===== src/rtl/sdvig_ctrl_if.sv =====
// Board-side signal bundle for sdvig_ctrl: raw active-low buttons, shift-in switches, LED outputs.
interface sdvig_ctrl_if #(
  parameter int WIDTH = 8
);
  logic             w_button2;
  logic             w_button3;
  logic             w_button_mode;
  logic             switch0;
  logic             switch1;
  logic [WIDTH-1:0] diod;
  logic [1:0]       mode;
  logic             tick;

  modport master (
    output w_button2, w_button3, w_button_mode, switch0, switch1,
    input  diod, mode, tick
  );

  modport slave (
    input  w_button2, w_button3, w_button_mode, switch0, switch1,
    output diod, mode, tick
  );
endinterface


===== src/rtl/sdvig_ctrl.sv =====
// LED shift-register controller: manual button shifts, prescaled auto-shift and bounce sequencing.
// Optional macro SDVIG_CTRL_ROTATE_EN makes tick-driven shifts rotate instead of using the switches.
//
// state  | meaning
// MANUAL | buttons only, prescaler held at 0
// AUTO_L | each tick shifts left
// AUTO_R | each tick shifts right
// BOUNCE | each tick shifts in dir; dir flips every WIDTH-1 ticks
module sdvig_ctrl #(
  parameter int WIDTH = 8,
  parameter int DIV   = 50000000
) (
  input logic         clk,
  input logic         reset,
  sdvig_ctrl_if.slave bus
);
  localparam int CW = (DIV > 1) ? $clog2(DIV) : 1;
  localparam int SW = $clog2(WIDTH);
  localparam logic [CW-1:0] CNT_LAST  = CW'(DIV - 1);
  localparam logic [SW-1:0] STEP_WRAP = SW'(WIDTH - 2);

  typedef enum logic [1:0] {
    MANUAL = 2'd0,
    AUTO_L = 2'd1,
    AUTO_R = 2'd2,
    BOUNCE = 2'd3
  } mode_t;

  mode_t            r_mode, w_mode_nxt;
  logic [2:0]       r_s1, r_s2, r_press;  // bit 0 button2, bit 1 button3, bit 2 mode
  logic [WIDTH-1:0] r_diod;
  logic [CW-1:0]    r_cnt, w_cnt_nxt;
  logic             r_tick, w_tick_nxt;
  logic             r_dir_r;
  logic [SW-1:0]    r_step;
  logic             w_shl, w_shr, w_tick_shift;
  logic             w_in_l, w_in_r;

  always_ff @(posedge clk) begin
    if (!reset) begin
      r_s1    <= '0;
      r_s2    <= '0;
      r_press <= '0;
    end else begin
      r_s1    <= ~{bus.w_button_mode, bus.w_button3, bus.w_button2};
      r_s2    <= r_s1;
      r_press <= r_s1 & ~r_s2;
    end
  end

  always_ff @(posedge clk) begin
    if (!reset) r_mode <= MANUAL;
    else        r_mode <= w_mode_nxt;
  end

  always_comb begin
    w_mode_nxt = r_mode;
    if (r_press[2]) w_mode_nxt = mode_t'(r_mode + 2'd1);
  end

  // One register update per cycle: mode press > left button > right button > tick.
  always_comb begin
    w_shl        = 1'b0;
    w_shr        = 1'b0;
    w_tick_shift = 1'b0;
    if (!r_press[2]) begin
      if (r_press[1]) begin
        w_shl = 1'b1;
      end else if (r_press[0]) begin
        w_shr = 1'b1;
      end else if (r_tick) begin
        w_tick_shift = 1'b1;
        case (r_mode)
          AUTO_L:  w_shl = 1'b1;
          AUTO_R:  w_shr = 1'b1;
          BOUNCE:  begin
            w_shl = ~r_dir_r;
            w_shr = r_dir_r;
          end
          default: w_tick_shift = 1'b0;
        endcase
      end
    end
  end

`ifdef SDVIG_CTRL_ROTATE_EN
  assign w_in_l = w_tick_shift ? r_diod[WIDTH-1] : bus.switch0;
  assign w_in_r = w_tick_shift ? r_diod[0] : bus.switch1;
`else
  assign w_in_l = bus.switch0;
  assign w_in_r = bus.switch1;
`endif

  always_comb begin
    w_cnt_nxt = '0;
    if (!r_press[2] && r_mode != MANUAL && r_cnt != CNT_LAST) w_cnt_nxt = r_cnt + CW'(1);
  end

  assign w_tick_nxt = (w_mode_nxt != MANUAL) && (w_cnt_nxt == CNT_LAST);

  always_ff @(posedge clk) begin
    if (!reset) begin
      r_diod  <= '0;
      r_cnt   <= '0;
      r_tick  <= 1'b0;
      r_dir_r <= 1'b0;
      r_step  <= '0;
    end else begin
      r_cnt  <= w_cnt_nxt;
      r_tick <= w_tick_nxt;
      if (w_shl)      r_diod <= {r_diod[WIDTH-2:0], w_in_l};
      else if (w_shr) r_diod <= {w_in_r, r_diod[WIDTH-1:1]};
      if (r_press[2] && w_mode_nxt == BOUNCE) begin
        r_dir_r <= 1'b0;
        r_step  <= '0;
      end else if (w_tick_shift && r_mode == BOUNCE) begin
        if (r_step == STEP_WRAP) begin
          r_step  <= '0;
          r_dir_r <= ~r_dir_r;
        end else begin
          r_step <= r_step + SW'(1);
        end
      end
    end
  end

  assign bus.diod = r_diod;
  assign bus.mode = r_mode;
  assign bus.tick = r_tick;
endmodule


===== src/flat_wrapper.sv =====
// flat-port wrapper written by rule: the top's interface ports become plain ports
module sdvig_ctrl_flat 
#(
  parameter int WIDTH = 8,
  parameter int DIV   = 50000000
)
  (clk, reset, bus_w_button2, bus_w_button3, bus_w_button_mode, bus_switch0, bus_switch1, bus_diod, bus_mode, bus_tick);
  sdvig_ctrl_if #(.WIDTH(WIDTH)) bus_i ();
  input logic clk;
  input logic reset;
  input wire logic [$bits(bus_i.w_button2)-1:0] bus_w_button2;
  input wire logic [$bits(bus_i.w_button3)-1:0] bus_w_button3;
  input wire logic [$bits(bus_i.w_button_mode)-1:0] bus_w_button_mode;
  input wire logic [$bits(bus_i.switch0)-1:0] bus_switch0;
  input wire logic [$bits(bus_i.switch1)-1:0] bus_switch1;
  output wire logic [$bits(bus_i.diod)-1:0] bus_diod;
  output wire logic [$bits(bus_i.mode)-1:0] bus_mode;
  output wire logic [$bits(bus_i.tick)-1:0] bus_tick;
  assign bus_i.w_button2 = bus_w_button2;
  assign bus_i.w_button3 = bus_w_button3;
  assign bus_i.w_button_mode = bus_w_button_mode;
  assign bus_i.switch0 = bus_switch0;
  assign bus_i.switch1 = bus_switch1;
  assign bus_diod = bus_i.diod;
  assign bus_mode = bus_i.mode;
  assign bus_tick = bus_i.tick;
  sdvig_ctrl #(.WIDTH(WIDTH), .DIV(DIV)) u_core (.clk(clk), .reset(reset), .bus(bus_i));
endmodule

===== config.mk =====
export PLATFORM = sky130hd
export DESIGN_NAME = sdvig_ctrl_flat
export DESIGN_NICKNAME = d
export VERILOG_FILES = /design/src/rtl/sdvig_ctrl_if.sv /design/src/rtl/sdvig_ctrl.sv /design/src/flat_wrapper.sv
export SDC_FILE = /design/constraint.sdc
export NUM_CORES = 1
export LEC_CHECK = 0
export CAP_MARGIN = 30
export CELL_PAD_IN_SITES_DETAIL_PLACEMENT = 0
export CELL_PAD_IN_SITES_GLOBAL_PLACEMENT = 1
export CORE_MARGIN = 2
export CORE_UTILIZATION = 44
export CTS_CLUSTER_SIZE = 10
export DETAILED_ROUTE_END_ITERATION = 12
export PLACE_DENSITY_LB_ADDON = 0.15
export SKIP_CTS_REPAIR_TIMING = 1
export SYNTH_ARGS = -nofsm -noshare
export SYNTH_HDL_FRONTEND = slang
export SYNTH_SLANG_ARGS = --single-unit

===== constraint.sdc =====
create_clock -name clk -period 2.6 [get_ports clk]
set_clock_uncertainty 0.1 [all_clocks]
set_input_delay 0.78 -clock clk [delete_from_list [all_inputs] [get_ports clk]]
set_output_delay 0.78 -clock clk [all_outputs]
set_load 0.01 [all_outputs]

Word level (Yosys, flattened, before mapping)
Cells that the tools add are included.
{ "totals": {"register_bits": 50, "output_inout_bits": 11, "word_cells": 56} }
{ "op_classes": {"addsub": 3, "eq_ne": 7, "n_mux": 20, "bitwise_logic": 5, "n_reduce_logical": 12} }
{ "op_table": {"columns": ["cell", "count"], "rows": [
  ["adder 26 x 1 -> 26 bit (second input constant)", 1],
  ["== test 26 bit (second input constant)", 1],
  ["two-way mux 26 bit", 1],
  ["!= test 26 bit (second input constant)", 1],
  ["two-way mux 8 bit", 2],
  ["two-way mux 1 bit", 13],
  ["== test 2 bit (second input constant)", 3],
  ["NOT 3 bit", 2],
  ["nonzero test 2 bit", 3],
  ["logical AND 1 bit", 5],
  ["case mux 1 bit (2 select lines)", 2],
  ["adder 3 x 1 -> 3 bit (second input constant)", 1],
  ["AND 3 bit", 1],
  ["== test 3 bit (second input constant)", 1],
  ["two-way mux 3 bit", 1],
  ["OR reduction 3 bit", 1],
  ["adder 2 x 1 -> 2 bit (second input constant)", 1],
  ["== test 2 x 1 -> 1 bit (second input constant)", 1],
  ["two-way mux 2 bit", 1],
  ["NOT 1 bit", 2],
  ["AND reduction 2 bit", 1],
  ["OR reduction 2 bit", 1],
  ["zero test 1 bit", 1]
]} }

Depth between registers and ports, before layout
{ "depth": {"depth_word": 9, "depth_mapped": 9, "ltp_nobuf": 8} }

Least setup slack after synthesis
No wires, ideal clock.
{ "synth_path": {"path_type": "flip-flop to flip-flop", "from": "reg u_core.r_cnt[0]", "to": "reg u_core.r_tick (netlist: u_core.bus.tick)", "arrival_ps": 1837, "required_time_ps": 2384, "slack_ps": 547, "path_stages_with_launch": 8, "n_path_buf": 0, "path_cell_list": "dfxtp_1 > ha_1 > and3_1 > nand3_1 > or4_4 > nand3_4 > a21oi_2 > and4_1"} }
{ "synth_between": {"elab_chain_cells": 5, "word_cells_on_any_way": 6, "cone_classes": "1 x add/sub; 2 x eq/ne; 1 x mux; 2 x reduce/logical"} }
{ "synth_rtl": {"columns": ["element", "line", "text"], "rows": [
  ["from (decl)", "sdvig_ctrl.sv:32", "logic [CW-1:0] r_cnt, w_cnt_nxt;"],
  ["from (signal assigned)", "sdvig_ctrl.sv:109", "r_cnt <= w_cnt_nxt;"],
  ["parallel branches: the longest is 2 deep, another holds adder 26 x 1 -> 26 bit", null, null],
  ["two-way mux 26 bit *", "sdvig_ctrl.sv:96", "if (!r_press[2] && r_mode != MANUAL && r_cnt != CNT_LAST) w_cnt_nxt = r_cnt + CW'(1);"],
  ["== test 26 bit *", "sdvig_ctrl.sv:99", "assign w_tick_nxt = (w_mode_nxt != MANUAL) && (w_cnt_nxt == CNT_LAST);"],
  ["logical AND 1 bit *", "sdvig_ctrl.sv:99", null],
  ["to (signal assigned)", "sdvig_ctrl.sv:110", "r_tick <= w_tick_nxt;"],
  ["to (decl)", "sdvig_ctrl.sv:33", "logic r_tick, w_tick_nxt;"]
]} }
Every way passes the cells marked *.
A chain may end at the register's enable or synchronous reset.

Worst setup path in the final report
Ends and elaborated chain as after synthesis.

==> impl_metrics.env <==
export IMPL_p_switching_uw=309.1
export IMPL_initialDrtViolationCount=51
export IMPL_endpoint_kind="flip-flop"
export IMPL_antenna_found_initial=0
export IMPL_gp_congestion=0.7915
export IMPL_grt_pass1_wl_microns=8169
export IMPL_syn_nets=293
export IMPL_reg2reg_slack_ns=0.27
export IMPL_yosys_warnings=0
export IMPL_drv_cap=0
export IMPL_synth_edf_count=0
export IMPL_critical_path_reg2reg_startpoint="u_core.r_cnt[0]"
export IMPL_synth_main_ff_cell="dfxtp_1"
export IMPL_start_util=0.4507
export IMPL_route_detailed_drc=0
export IMPL_setup_viol=0
export IMPL_rsz0062_at_grt="no"
export IMPL_num_rows=27
export IMPL_start_kind="flip-flop"
export IMPL_ant_nets=0
export IMPL_yosysSeqAreaShare=0.4084
export IMPL_die_h_microns=78.64
export IMPL_finalCritPeriodShare=0.8976
export IMPL_reg2reg_depth=7
export IMPL_syn2layout_area_growth_pct=12.15
export IMPL_num_vias=1914
export IMPL_path_max_fanout=8
export IMPL_pin_count=18
export IMPL_drt_pass1_iter_count=4
export IMPL_cts_made_buffers=5
export IMPL_min_period_ns=2.334
export IMPL_clkLatencyLatePin_ns=0.30
export IMPL_grt_max_degree=18
export IMPL_clk_pin_slew_ns=0.09
export IMPL_p_seq_frac=0.601
export IMPL_swShare=0.2367
export IMPL_crit_arrival_ns=2.49
export IMPL_cts_root_buf="clkbuf_8"
export IMPL_wl_per_cell_microns=13.02
export IMPL_combPwrFrac=0.047
export IMPL_worstMarginPinSlew_ns=0.5405
export IMPL_ys_async_sr_fraction=0
export IMPL_die_area_sq_um=6183
export IMPL_core_sq_um=5439
export IMPL_ys_seq_elements=50
export IMPL_holdPathStages=1
export IMPL_grt_usage=0.1666
export IMPL_hold_slack_ns=0.2910
export IMPL_htreeDepth=2
export IMPL_p_int_uw=996.9
export IMPL_post_drt_via_cell_ratio=5.201
export IMPL_tns_ns=0
export IMPL_max_clock_freq_mhz=428.5
export IMPL_p_leak_uw=0.0008678
export IMPL_dp_hpwl_microns=3439
export IMPL_fin_nets=307
export IMPL_required_ns=2.75
export IMPL_maxSlewViolCount=0
export IMPL_grt_pass1_vias=1711
export IMPL_powerDensity_nw_per_um2=475.1
export IMPL_yosysUniqueCellTypes=50
export IMPL_netlist_area_sq_um=2451
export IMPL_min_to="u_core.r_press[2]"
export IMPL_routed_wl_microns=4790
export IMPL_hold_viol_final=0
export IMPL_hold_start="u_core.r_s2[2]"
export IMPL_diodes=0
export IMPL_drive_above_1_share=0.09797
export IMPL_relSlewSlack=0.6397
export IMPL_ir_drop_mv=0.2295
export IMPL_synth_largest_area_cell="dfxtp_1"
export IMPL_cts_sinks=50
export IMPL_postSynthCellCount=281
export IMPL_avgSynthCellArea_sq_um=8.723
export IMPL_yosys_area_top_type_share=0.4084
export IMPL_crit_type="flip-flop to flip-flop"
export IMPL_port_buffers=17
export IMPL_holdCritPathClass="flip-flop to flip-flop"
export IMPL_cts_tree="yes"
export IMPL_worstReg2RegEnd="u_core.bus.tick"
export IMPL_clock_path_buffers=2
export IMPL_die_w_microns=78.64
export IMPL_power_frac_clock=0.351
export IMPL_synth_area_leaders="dfxtp_1 (41%), nor2_1 (5.2%), nand2_1 (4.4%)"
export IMPL_grt_overflow_total=0
export IMPL_status="complete, no violations"
state kept, by name, indices dropped and copies added, names as in the netlist:
signal / count
u_core.bus.diod: 8
u_core.r_dir_r: 1
u_core.bus.tick: 1
u_core.r_step: 3
u_core.r_cnt: 26
u_core.r_s1: 3
u_core.r_press: 3
u_core.r_s2: 3
u_core.bus.mode: 2
Yosys cell counts (2+ instances only):
cell type / instances
dfxtp_1: 50
nor2_1: 34
nand2_1: 29
a21oi_1: 13
nand3_1: 11
xnor2_1: 11
o21ai_0: 9
xor2_1: 9
a21boi_0: 8
o221ai_1: 8
and3_1: 7
nor2b_1: 7
buf_2: 5
buf_4: 5
ha_1: 5
inv_1: 5
nor3_1: 5
a31oi_1: 4
and2_1: 4
and4_1: 4
nor3b_1: 4
a21o_1: 3
clkbuf_1: 3
nand4_1: 3
or3_1: 3
a211oi_1: 2
mux2i_1: 2
nand3_2: 2
nand3b_1: 2
nand4b_1: 2
nor2_2: 2
nor4b_2: 2
final cells by class:
| class | instances | area (sq um) |
|---|---|---|
| fillers | 548 | 2690 |
| clock inverters | 3 | 21.27 |
| well taps | 72 | 90.09 |
| flip-flops and latches | 50 | 1001 |
| repair buffers | 22 | 207.7 |
| inverters | 5 | 18.77 |
| clock buffers | 5 | 68.82 |
| multi-input cells | 211 | 1341 |
kinds of logic after synthesis:
logic type               count (synthesis)  synth area share
adder cells (fa/ha/maj)                  5           0.02552
flip-flops                              50            0.4084
multiplexers                             2          0.008168
XOR/XNOR                                20           0.07147
AO/OA/AOI/OAI                           51            0.1363
buffers and inverters                   20           0.04441
AND/OR/NAND/NOR                        133            0.3058
metal layers:
metal,track usage,routed length (microns),up-vias
met5,0,0,-
met4,0.04737,52,0
met3,0.04253,153,6
met2,0.2607,2118,24
met1,0.2265,2465,870
li1,-,-,1014
through the flow:
step	power, uW	std cells	worst slack [ns]	cell area, sq um	util
2_1_floorplan	837.6	281	0.5466	2451	-
3_3_place_gp	866.5	360	0.3291	2659	0.4888
3_5_place_dp	866.2	360	0.2813	2659	0.4888
4_1_cts	1328	368	0.2617	2749	0.5054
5_1_grt	1374	368	0.01164	2749	0.5054
6_report	1306	368	0.2663	2749	0.5054
cells in the final DEF, fill, tap and decap left out, types with 3 or more instances in the layout:
master and instances:
a31oi_1 4, xnor2_1 11, nor3b_1 4, or3_1 3, nor2b_1 7, and4_1 4, inv_1 5, dfxtp_1 50
nand4_1 3, and3_1 7, a21o_1 3, nor3_1 5, ha_1 5, and2_1 4, xor2_1 9, o221ai_1 8
nor2_1 34, a21boi_0 8, a21oi_1 13, nand2_1 29, clkdlybuf4s50_1 17, clkbuf_8 5, buf_4 5, nand3_1 11
o21ai_0 9
power by group through the flow:
| stage | sequential [uW] | combinational (uW) | clock (uW) |
|---|---|---|---|
| global route | 788 | 68.1 | 518 |
| detailed placement | 803 | 62.7 | 0 |
| finish | 785 | 62.0 | 459 |
| CTS | 786 | 63.2 | 479 |
| floorplan | 802 | 35.6 | 0 |
| global placement | 804 | 63.0 | 0 |
how the worst max path moves through the flow:
stage                    start         endpoint  slack, ns  depth (start not counted)
6_report       u_core.r_cnt[0]  u_core.bus.tick       0.27                          7
5_1_grt        u_core.r_cnt[0]  u_core.bus.tick       0.01                          7
4_1_cts        u_core.r_cnt[0]  u_core.bus.tick       0.26                          7
3_5_place_dp   u_core.r_cnt[0]  u_core.r_cnt[2]       0.28                          7
3_3_place_gp   u_core.r_cnt[0]  u_core.r_cnt[2]       0.33                          7
2_1_floorplan  u_core.r_cnt[0]  u_core.bus.tick       0.55                          7
critical path, cell delays in order, from the launching register on:
cell and delay [ns]:
dfxtp_1 0.44, ha_1 0.28, and4_1 0.37, and4_1 0.39
and2_4 0.21, nand3b_1 0.10, a22oi_1 0.19, and4_1 0.19
Power figures use the tool's default switching activity.
